`config.mk`:
```
export PLATFORM = sky130hd
export DESIGN_NAME = fp_outfifo_buf_flat
export DESIGN_NICKNAME = d
export VERILOG_FILES = /design/src/rtl/fp_outfifo_buf_if.sv /design/src/rtl/fp_outfifo_buf.sv /design/src/flat_wrapper.sv
export SDC_FILE = /design/constraint.sdc
export NUM_CORES = 1
export LEC_CHECK = 0
export CORE_UTILIZATION = 37
export CTS_CLUSTER_SIZE = 24
export DETAILED_ROUTE_END_ITERATION = 8
export GPL_ROUTABILITY_DRIVEN = 0
export PLACE_DENSITY_LB_ADDON = 0.3
export SYNTH_ARGS = -nofsm -noshare
export SYNTH_HDL_FRONTEND = slang
export SYNTH_SLANG_ARGS = --single-unit
export TNS_END_PERCENT = 20
```
`constraint.sdc`:
```
create_clock -name clk -period 6.4 [get_ports clk]
set_clock_uncertainty 0.1 [all_clocks]
set_input_delay 0.64 -clock clk [delete_from_list [all_inputs] [get_ports clk]]
set_output_delay 0.64 -clock clk [all_outputs]
set_load 0.01 [all_outputs]
```
`src/rtl/fp_outfifo_buf_if.sv`:
```
// Agent output FIFO bus: write side from the output port, FWFT read side to the
// downstream reader, and the sticky error flags.
interface fp_outfifo_if #(
   parameter int AW = 4,
   parameter int DW = 32,
   parameter int TW = 16
);
   logic          ag_ofifo_ifc_ff_fp_outfifo_write;
   logic [DW-1:0] ag_ofifo_ifc_ff_fp_outfifo_data;
   logic [TW-1:0] ag_ofifo_ifc_ff_fp_outfifo_pkt_tag;
   logic          ag_ofifo_ifc_ff_fp_outfifo_full;
   logic [AW:0]   ag_ofifo_ifc_ff_fp_outfifo_full_count;
   logic          fp_outfifo_rd;
   logic [DW-1:0] fp_outfifo_rd_data;
   logic [TW-1:0] fp_outfifo_rd_pkt_tag;
   logic          fp_outfifo_empty;
   logic          fp_outfifo_ovf_err;
   logic          fp_outfifo_udf_err;

   // FIFO-side view
   modport slave (
      input  ag_ofifo_ifc_ff_fp_outfifo_write, ag_ofifo_ifc_ff_fp_outfifo_data,
             ag_ofifo_ifc_ff_fp_outfifo_pkt_tag, fp_outfifo_rd,
      output ag_ofifo_ifc_ff_fp_outfifo_full, ag_ofifo_ifc_ff_fp_outfifo_full_count,
             fp_outfifo_rd_data, fp_outfifo_rd_pkt_tag, fp_outfifo_empty,
             fp_outfifo_ovf_err, fp_outfifo_udf_err
   );

   // Port/reader-side view
   modport master (
      output ag_ofifo_ifc_ff_fp_outfifo_write, ag_ofifo_ifc_ff_fp_outfifo_data,
             ag_ofifo_ifc_ff_fp_outfifo_pkt_tag, fp_outfifo_rd,
      input  ag_ofifo_ifc_ff_fp_outfifo_full, ag_ofifo_ifc_ff_fp_outfifo_full_count,
             fp_outfifo_rd_data, fp_outfifo_rd_pkt_tag, fp_outfifo_empty,
             fp_outfifo_ovf_err, fp_outfifo_udf_err
   );
endinterface

```
`src/rtl/fp_outfifo_buf.sv`:
```
// Agent output FIFO, first-word-fall-through with registered head outputs.
// Define FP_OUTFIFO_ERR_FLAGS_EN to build the sticky overflow/underflow flags.
module fp_outfifo_buf #(
   parameter int DEPTH = 16,
   parameter int AW    = 4,
   parameter int DW    = 32,
   parameter int TW    = 16
) (
   input  logic        clk,
   input  logic        reset,
   fp_outfifo_if.slave ofifo
);
   localparam logic [AW:0] FULL_CNT = (AW+1)'(DEPTH);

   logic [DW+TW-1:0] mem_q [DEPTH];
   logic [AW-1:0]    wr_ptr_q, wr_ptr_d, rd_ptr_q, rd_ptr_d;
   logic [AW:0]      count_q, count_d;
   logic             full_q, empty_q;
   logic [DW-1:0]    rd_data_q, rd_data_d;
   logic [TW-1:0]    rd_tag_q, rd_tag_d;
   logic             wr_acc, rd_acc, bypass;

   assign wr_acc = ofifo.ag_ofifo_ifc_ff_fp_outfifo_write & ~full_q & ~reset;
   assign rd_acc = ofifo.fp_outfifo_rd & ~empty_q;

   always_comb begin
      wr_ptr_d = wr_acc ? wr_ptr_q + AW'(1) : wr_ptr_q;
      rd_ptr_d = rd_acc ? rd_ptr_q + AW'(1) : rd_ptr_q;
      count_d  = count_q;
      case ({wr_acc, rd_acc})
         2'b10:   count_d = count_q + (AW+1)'(1);
         2'b01:   count_d = count_q - (AW+1)'(1);
         default: count_d = count_q;
      endcase
      // New head is the slot being written this edge: take it straight from the port
      bypass    = wr_acc && (rd_ptr_d == wr_ptr_q);
      rd_data_d = rd_data_q;
      rd_tag_d  = rd_tag_q;
      if (count_d != '0) begin
         if (bypass) begin
            rd_data_d = ofifo.ag_ofifo_ifc_ff_fp_outfifo_data;
            rd_tag_d  = ofifo.ag_ofifo_ifc_ff_fp_outfifo_pkt_tag;
         end else begin
            {rd_tag_d, rd_data_d} = mem_q[rd_ptr_d];
         end
      end
   end

   always_ff @(posedge clk) begin
      if (wr_acc)
         mem_q[wr_ptr_q] <= {ofifo.ag_ofifo_ifc_ff_fp_outfifo_pkt_tag,
                             ofifo.ag_ofifo_ifc_ff_fp_outfifo_data};
   end

   always_ff @(posedge clk) begin
      if (reset) begin
         wr_ptr_q  <= '0;
         rd_ptr_q  <= '0;
         count_q   <= '0;
         full_q    <= 1'b0;
         empty_q   <= 1'b1;
         rd_data_q <= '0;
         rd_tag_q  <= '0;
      end else begin
         wr_ptr_q  <= wr_ptr_d;
         rd_ptr_q  <= rd_ptr_d;
         count_q   <= count_d;
         full_q    <= (count_d == FULL_CNT);
         empty_q   <= (count_d == '0);
         rd_data_q <= rd_data_d;
         rd_tag_q  <= rd_tag_d;
      end
   end

   assign ofifo.ag_ofifo_ifc_ff_fp_outfifo_full       = full_q;
   assign ofifo.ag_ofifo_ifc_ff_fp_outfifo_full_count = count_q;
   assign ofifo.fp_outfifo_empty                      = empty_q;
   assign ofifo.fp_outfifo_rd_data                    = rd_data_q;
   assign ofifo.fp_outfifo_rd_pkt_tag                 = rd_tag_q;

`ifdef FP_OUTFIFO_ERR_FLAGS_EN
   logic ovf_q, udf_q;

   always_ff @(posedge clk) begin
      if (reset) begin
         ovf_q <= 1'b0;
         udf_q <= 1'b0;
      end else begin
         ovf_q <= ovf_q | (ofifo.ag_ofifo_ifc_ff_fp_outfifo_write & full_q);
         udf_q <= udf_q | (ofifo.fp_outfifo_rd & empty_q);
      end
   end

   assign ofifo.fp_outfifo_ovf_err = ovf_q;
   assign ofifo.fp_outfifo_udf_err = udf_q;
`else
   assign ofifo.fp_outfifo_ovf_err = 1'b0;
   assign ofifo.fp_outfifo_udf_err = 1'b0;
`endif
endmodule
```
`src/flat_wrapper.sv`:
```
// flat-port wrapper written by rule: the top's interface ports become plain ports
module fp_outfifo_buf_flat 
#(
   parameter int DEPTH = 16,
   parameter int AW    = 4,
   parameter int DW    = 32,
   parameter int TW    = 16
)
  (clk, reset, ofifo_ag_ofifo_ifc_ff_fp_outfifo_write, ofifo_ag_ofifo_ifc_ff_fp_outfifo_data, ofifo_ag_ofifo_ifc_ff_fp_outfifo_pkt_tag, ofifo_fp_outfifo_rd, ofifo_ag_ofifo_ifc_ff_fp_outfifo_full, ofifo_ag_ofifo_ifc_ff_fp_outfifo_full_count, ofifo_fp_outfifo_rd_data, ofifo_fp_outfifo_rd_pkt_tag, ofifo_fp_outfifo_empty, ofifo_fp_outfifo_ovf_err, ofifo_fp_outfifo_udf_err);
  fp_outfifo_if #(.AW(AW), .DW(DW), .TW(TW)) ofifo_i ();
  input  logic clk;
  input  logic reset;
  input wire logic [$bits(ofifo_i.ag_ofifo_ifc_ff_fp_outfifo_write)-1:0] ofifo_ag_ofifo_ifc_ff_fp_outfifo_write;
  input wire logic [$bits(ofifo_i.ag_ofifo_ifc_ff_fp_outfifo_data)-1:0] ofifo_ag_ofifo_ifc_ff_fp_outfifo_data;
  input wire logic [$bits(ofifo_i.ag_ofifo_ifc_ff_fp_outfifo_pkt_tag)-1:0] ofifo_ag_ofifo_ifc_ff_fp_outfifo_pkt_tag;
  input wire logic [$bits(ofifo_i.fp_outfifo_rd)-1:0] ofifo_fp_outfifo_rd;
  output wire logic [$bits(ofifo_i.ag_ofifo_ifc_ff_fp_outfifo_full)-1:0] ofifo_ag_ofifo_ifc_ff_fp_outfifo_full;
  output wire logic [$bits(ofifo_i.ag_ofifo_ifc_ff_fp_outfifo_full_count)-1:0] ofifo_ag_ofifo_ifc_ff_fp_outfifo_full_count;
  output wire logic [$bits(ofifo_i.fp_outfifo_rd_data)-1:0] ofifo_fp_outfifo_rd_data;
  output wire logic [$bits(ofifo_i.fp_outfifo_rd_pkt_tag)-1:0] ofifo_fp_outfifo_rd_pkt_tag;
  output wire logic [$bits(ofifo_i.fp_outfifo_empty)-1:0] ofifo_fp_outfifo_empty;
  output wire logic [$bits(ofifo_i.fp_outfifo_ovf_err)-1:0] ofifo_fp_outfifo_ovf_err;
  output wire logic [$bits(ofifo_i.fp_outfifo_udf_err)-1:0] ofifo_fp_outfifo_udf_err;
  assign ofifo_i.ag_ofifo_ifc_ff_fp_outfifo_write = ofifo_ag_ofifo_ifc_ff_fp_outfifo_write;
  assign ofifo_i.ag_ofifo_ifc_ff_fp_outfifo_data = ofifo_ag_ofifo_ifc_ff_fp_outfifo_data;
  assign ofifo_i.ag_ofifo_ifc_ff_fp_outfifo_pkt_tag = ofifo_ag_ofifo_ifc_ff_fp_outfifo_pkt_tag;
  assign ofifo_i.fp_outfifo_rd = ofifo_fp_outfifo_rd;
  assign ofifo_ag_ofifo_ifc_ff_fp_outfifo_full = ofifo_i.ag_ofifo_ifc_ff_fp_outfifo_full;
  assign ofifo_ag_ofifo_ifc_ff_fp_outfifo_full_count = ofifo_i.ag_ofifo_ifc_ff_fp_outfifo_full_count;
  assign ofifo_fp_outfifo_rd_data = ofifo_i.fp_outfifo_rd_data;
  assign ofifo_fp_outfifo_rd_pkt_tag = ofifo_i.fp_outfifo_rd_pkt_tag;
  assign ofifo_fp_outfifo_empty = ofifo_i.fp_outfifo_empty;
  assign ofifo_fp_outfifo_ovf_err = ofifo_i.fp_outfifo_ovf_err;
  assign ofifo_fp_outfifo_udf_err = ofifo_i.fp_outfifo_udf_err;
  fp_outfifo_buf #(.DEPTH(DEPTH), .AW(AW), .DW(DW), .TW(TW)) u_core (.clk(clk), .reset(reset), .ofifo(ofifo_i));
endmodule
```
==> flow_metrics.py <==
metrics = {
    "routing": {
        "drc": 0,
        "firstDrtPassIters": 5,
        "routed-via-count": 21800,
        "drt_iter0_drc": 1954,
        "drt-wirelength-per-cell_um": 25.6,
        "ant_nets": 0,
        "drt-total-wl_um": 96600,
        "viasPerCell": 5.79,
    },
    "global_routing": {
        "use_met2_pct": 32.4,
        "overflow": 0,
        "grt_pass1_wl_um": 143000,
        "grt_max_degree": 140,
        "top_usage_layer": "met2",
        "grt_pass1_vias": 22600,
        "grtUsageMet1_pct": 24.4,
        "antenna_found_initial": 7,
        "use_met3_pct": 2.88,
        "track_usage_pct": 18.8,
    },
    "clock_network": {
        "cts-resized-gates": 0,
        "clock_sinks": 831,
        "cts_hold_buf": 0,
        "cts_made_buffers": 89,
        "clockRootBuffer": "clkbuf_16",
        "postCtsSetupRepairBufs": 0,
        "cts_buffer_depth": 3,
        "clk_pin_slew_ps": 60,
        "cts_tree": "done",
        "htree_levels": 3,
        "clk_latency_ps": 660,
    },
    "placement": {
        "io_buffer_count": 106,
        "dp_hpwl_um": 50200,
    },
    "synth": {
        "synth_flop_cell": "edfxtp_1",
        "netlist_top_cells_area": "edfxtp_1 (62%), mux4_2 (9.9%), mux2i_1 (5.3%), dfxtp_1 (3.4%), nand2_1 (2.3%)",
        "synth_top_area_share_pct": 62.3,
        "synth-edff-count": 768,
        "synthCells": 2357,
        "synth_common_cells": "edfxtp_1 (768), nand2_1 (230), mux2i_1 (197)",
        "yosysMostFrequentCell": "edfxtp_1",
        "ys_warn_count": 0,
        "ys_seq_elements": 831,
        "syn_area_per_cell_um2": 15.7,
        "synth.cell_area_um2": 37000,
        "yosys.area.top_type": "edfxtp_1",
        "ys_types": 64,
        "ys_async_sr_fraction_pct": 0,
        "synth-seq-area-share_pct": 65.7,
    },
    "die": {
        "io_pins": 109,
        "dieWidth_um": 318,
        "die_area_um2": 101000,
        "num_rows": 115,
        "die_height_um": 318,
        "start_util_pct": 37.5,
        "coreArea_um2": 98700,
    },
    "worst_setup_path": {
        "crit_fanout": 34,
        "critPathCaptureType": "flip-flop",
        "path_cells": "clkdlybuf4s50_1 > nor2b_1 > nor2b_1 > inv_1 > ha_1 > xor2_1 > ha_1 > a21oi_1 > mux2i_1 > xnor2_1 > a211oi_2 > and2_2 > buf_4 > nand3b_1 > o41ai_2",
        "cp_slowest_stage_delay_ps": 870,
        "start_kind": "primary input",
        "cp.arrival_ps": 5150,
        "path_class": "in -> reg",
        "worstPathRequired_ps": 6840,
        "crit_path_top_delay_cell": "and2_2",
    },
    "finish": {
        "finish.utilization_pct": 42.7,
        "drive_gt1_share_pct": 17.6,
        "n_fill_cell": 8717,
        "nNetsFinal": 2474,
        "area_growth_pct": 14.0,
    },
    "outcome": {
        "status": "finished, final reports clean",
    },
    "sta": {
        "max_clock_freq_ghz": 0.213,
        "tns_ps": 0,
        "period_minus_slack_ps": 4710,
        "max_slew.worst_pin.slew_ps": 1280,
        "hold_violations": 0,
        "rsz0062_at_grt": "false",
        "max_slew_margin_pct": 14.7,
        "slew_violations": 0,
        "timing.final.crit_share_pct": 73.5,
        "finalSetupViolations": 0,
        "holdWs_ps": 356,
    },
    "pwr": {
        "p_leak_nw": 13.0,
        "irDropWorstVdd_mv": 0.351,
        "power_density_nw_per_um2": 349,
    },
    "min_path": {
        "hold_path_class": "in -> reg",
    },
    "flow_run": {
        "cap_violations": 0,
    },
}
[final timing paths]
check                           slack [ps]  cells past startpoint                                    end                                         start
worst max-delay path                  1690                     15  u_core.ofifo.fp_outfifo_rd_pkt_tag[1]        ofifo_ag_ofifo_ifc_ff_fp_outfifo_write
worst min-delay path                   360                      2     u_core.ofifo.fp_outfifo_rd_data[8]                                         reset
worst max register to register        1830                     14  u_core.ofifo.fp_outfifo_rd_pkt_tag[1]  u_core.ofifo.ag_ofifo_ifc_ff_fp_outfifo_full
worst min register to register         400                      2    u_core.ofifo.fp_outfifo_rd_data[12]           u_core.ofifo.fp_outfifo_rd_data[12]
[sequential cells by signal, indices dropped and copies added (netlist names)]
signal	flops
u_core.ofifo.ag_ofifo_ifc_ff_fp_outfifo_full_count	5
u_core.ofifo.ag_ofifo_ifc_ff_fp_outfifo_full	1
u_core.wr_ptr_q	4
u_core.rd_ptr_q	4
u_core.ofifo.fp_outfifo_rd_data	32
u_core.ofifo.fp_outfifo_rd_pkt_tag	16
u_core.mem_q	768
u_core.ofifo.fp_outfifo_empty	1
[where the power goes]
part           switching, mW  total, mW  internal, mW
sequential             0.151       6.27          6.11
combinational           2.00       3.47          1.47
clock                   2.14       4.97          2.83
[routing by layer]
metal | part of all wire, % | vias to the layer above
met5 | 0.060 | -
met4 | 2.4 | 10
met3 | 5.8 | 156
met2 | 50 | 716
met1 | 41 | 11400
li1 | - | 9571
[cells by family after synthesis]
group	Yosys count	synth area share, %
other cells	1	0.0101
compound gates	305	6.82
fa+ha+maj	8	0.270
xor+xnor	17	0.483
mux	400	16.5
flops	831	65.7
buf+inv	204	2.82
simple gates	591	7.41
[area by class of cell]
class / count / area, um^2 / share of cell area, %
flip-flops and latches: 831 / 24300 / 57.7
well taps: 1287 / 1610 / 3.82
repair buffers: 159 / 1530 / 3.63
clock inverters: 41 / 379 / 0.899
multi-input cells: 1323 / 11800 / 28.0
diodes: 1 / 2.50 / 0.00593
clock buffers: 120 / 2460 / 5.82
inverters: 10 / 40.0 / 0.0949
[critical path, delay by kind of cell]
| family | cells | cell delay (ps) |
|---|---|---|
| AOI/OAI and AO/OA | 3 | 470 |
| xor gates and xnor gates | 2 | 310 |
| adders and majority gates | 2 | 590 |
| buffers and inverters | 3 | 910 |
| muxes | 1 | 240 |
| and+or+nand+nor | 4 | 1960 |
[through the flow]
| stage | area [um^2] | worst slack [ps] | power, mW | cells |
|---|---|---|---|---|
| floorplan | 37000 | 1010 | 8.85 | 2358 |
| global placement | 39300 | 1230 | 9.79 | 3610 |
| detailed placement | 39300 | 1010 | 9.88 | 3610 |
| CTS | 42200 | 1690 | 14.8 | 3771 |
| global route | 42200 | 1410 | 15.3 | 3772 |
| finish | 42200 | 1690 | 14.7 | 3772 |
[cell usage in the layout, fill, tap and decap left out, types with 21 or more instances in the layout]
cell type	Yosys	final
edfxtp_1	768	768
nand2_1	230	229
mux2i_1	197	197
mux4_2	162	162
nand3_1	141	141
a211oi_1	112	112
clkdlybuf4s50_1	0	105
clkbuf_16	0	91
nor2_1	97	85
dfxtp_1	63	61
buf_4	26	48
a31oi_1	47	47
mux2_2	40	40
nor2b_1	31	31
and3_1	29	29
a311oi_1	27	27
a221oi_1	26	26
clkbuf_1	75	22
nand3b_1	21	21
No activity file was read; power rests on OpenSTA's default activity.
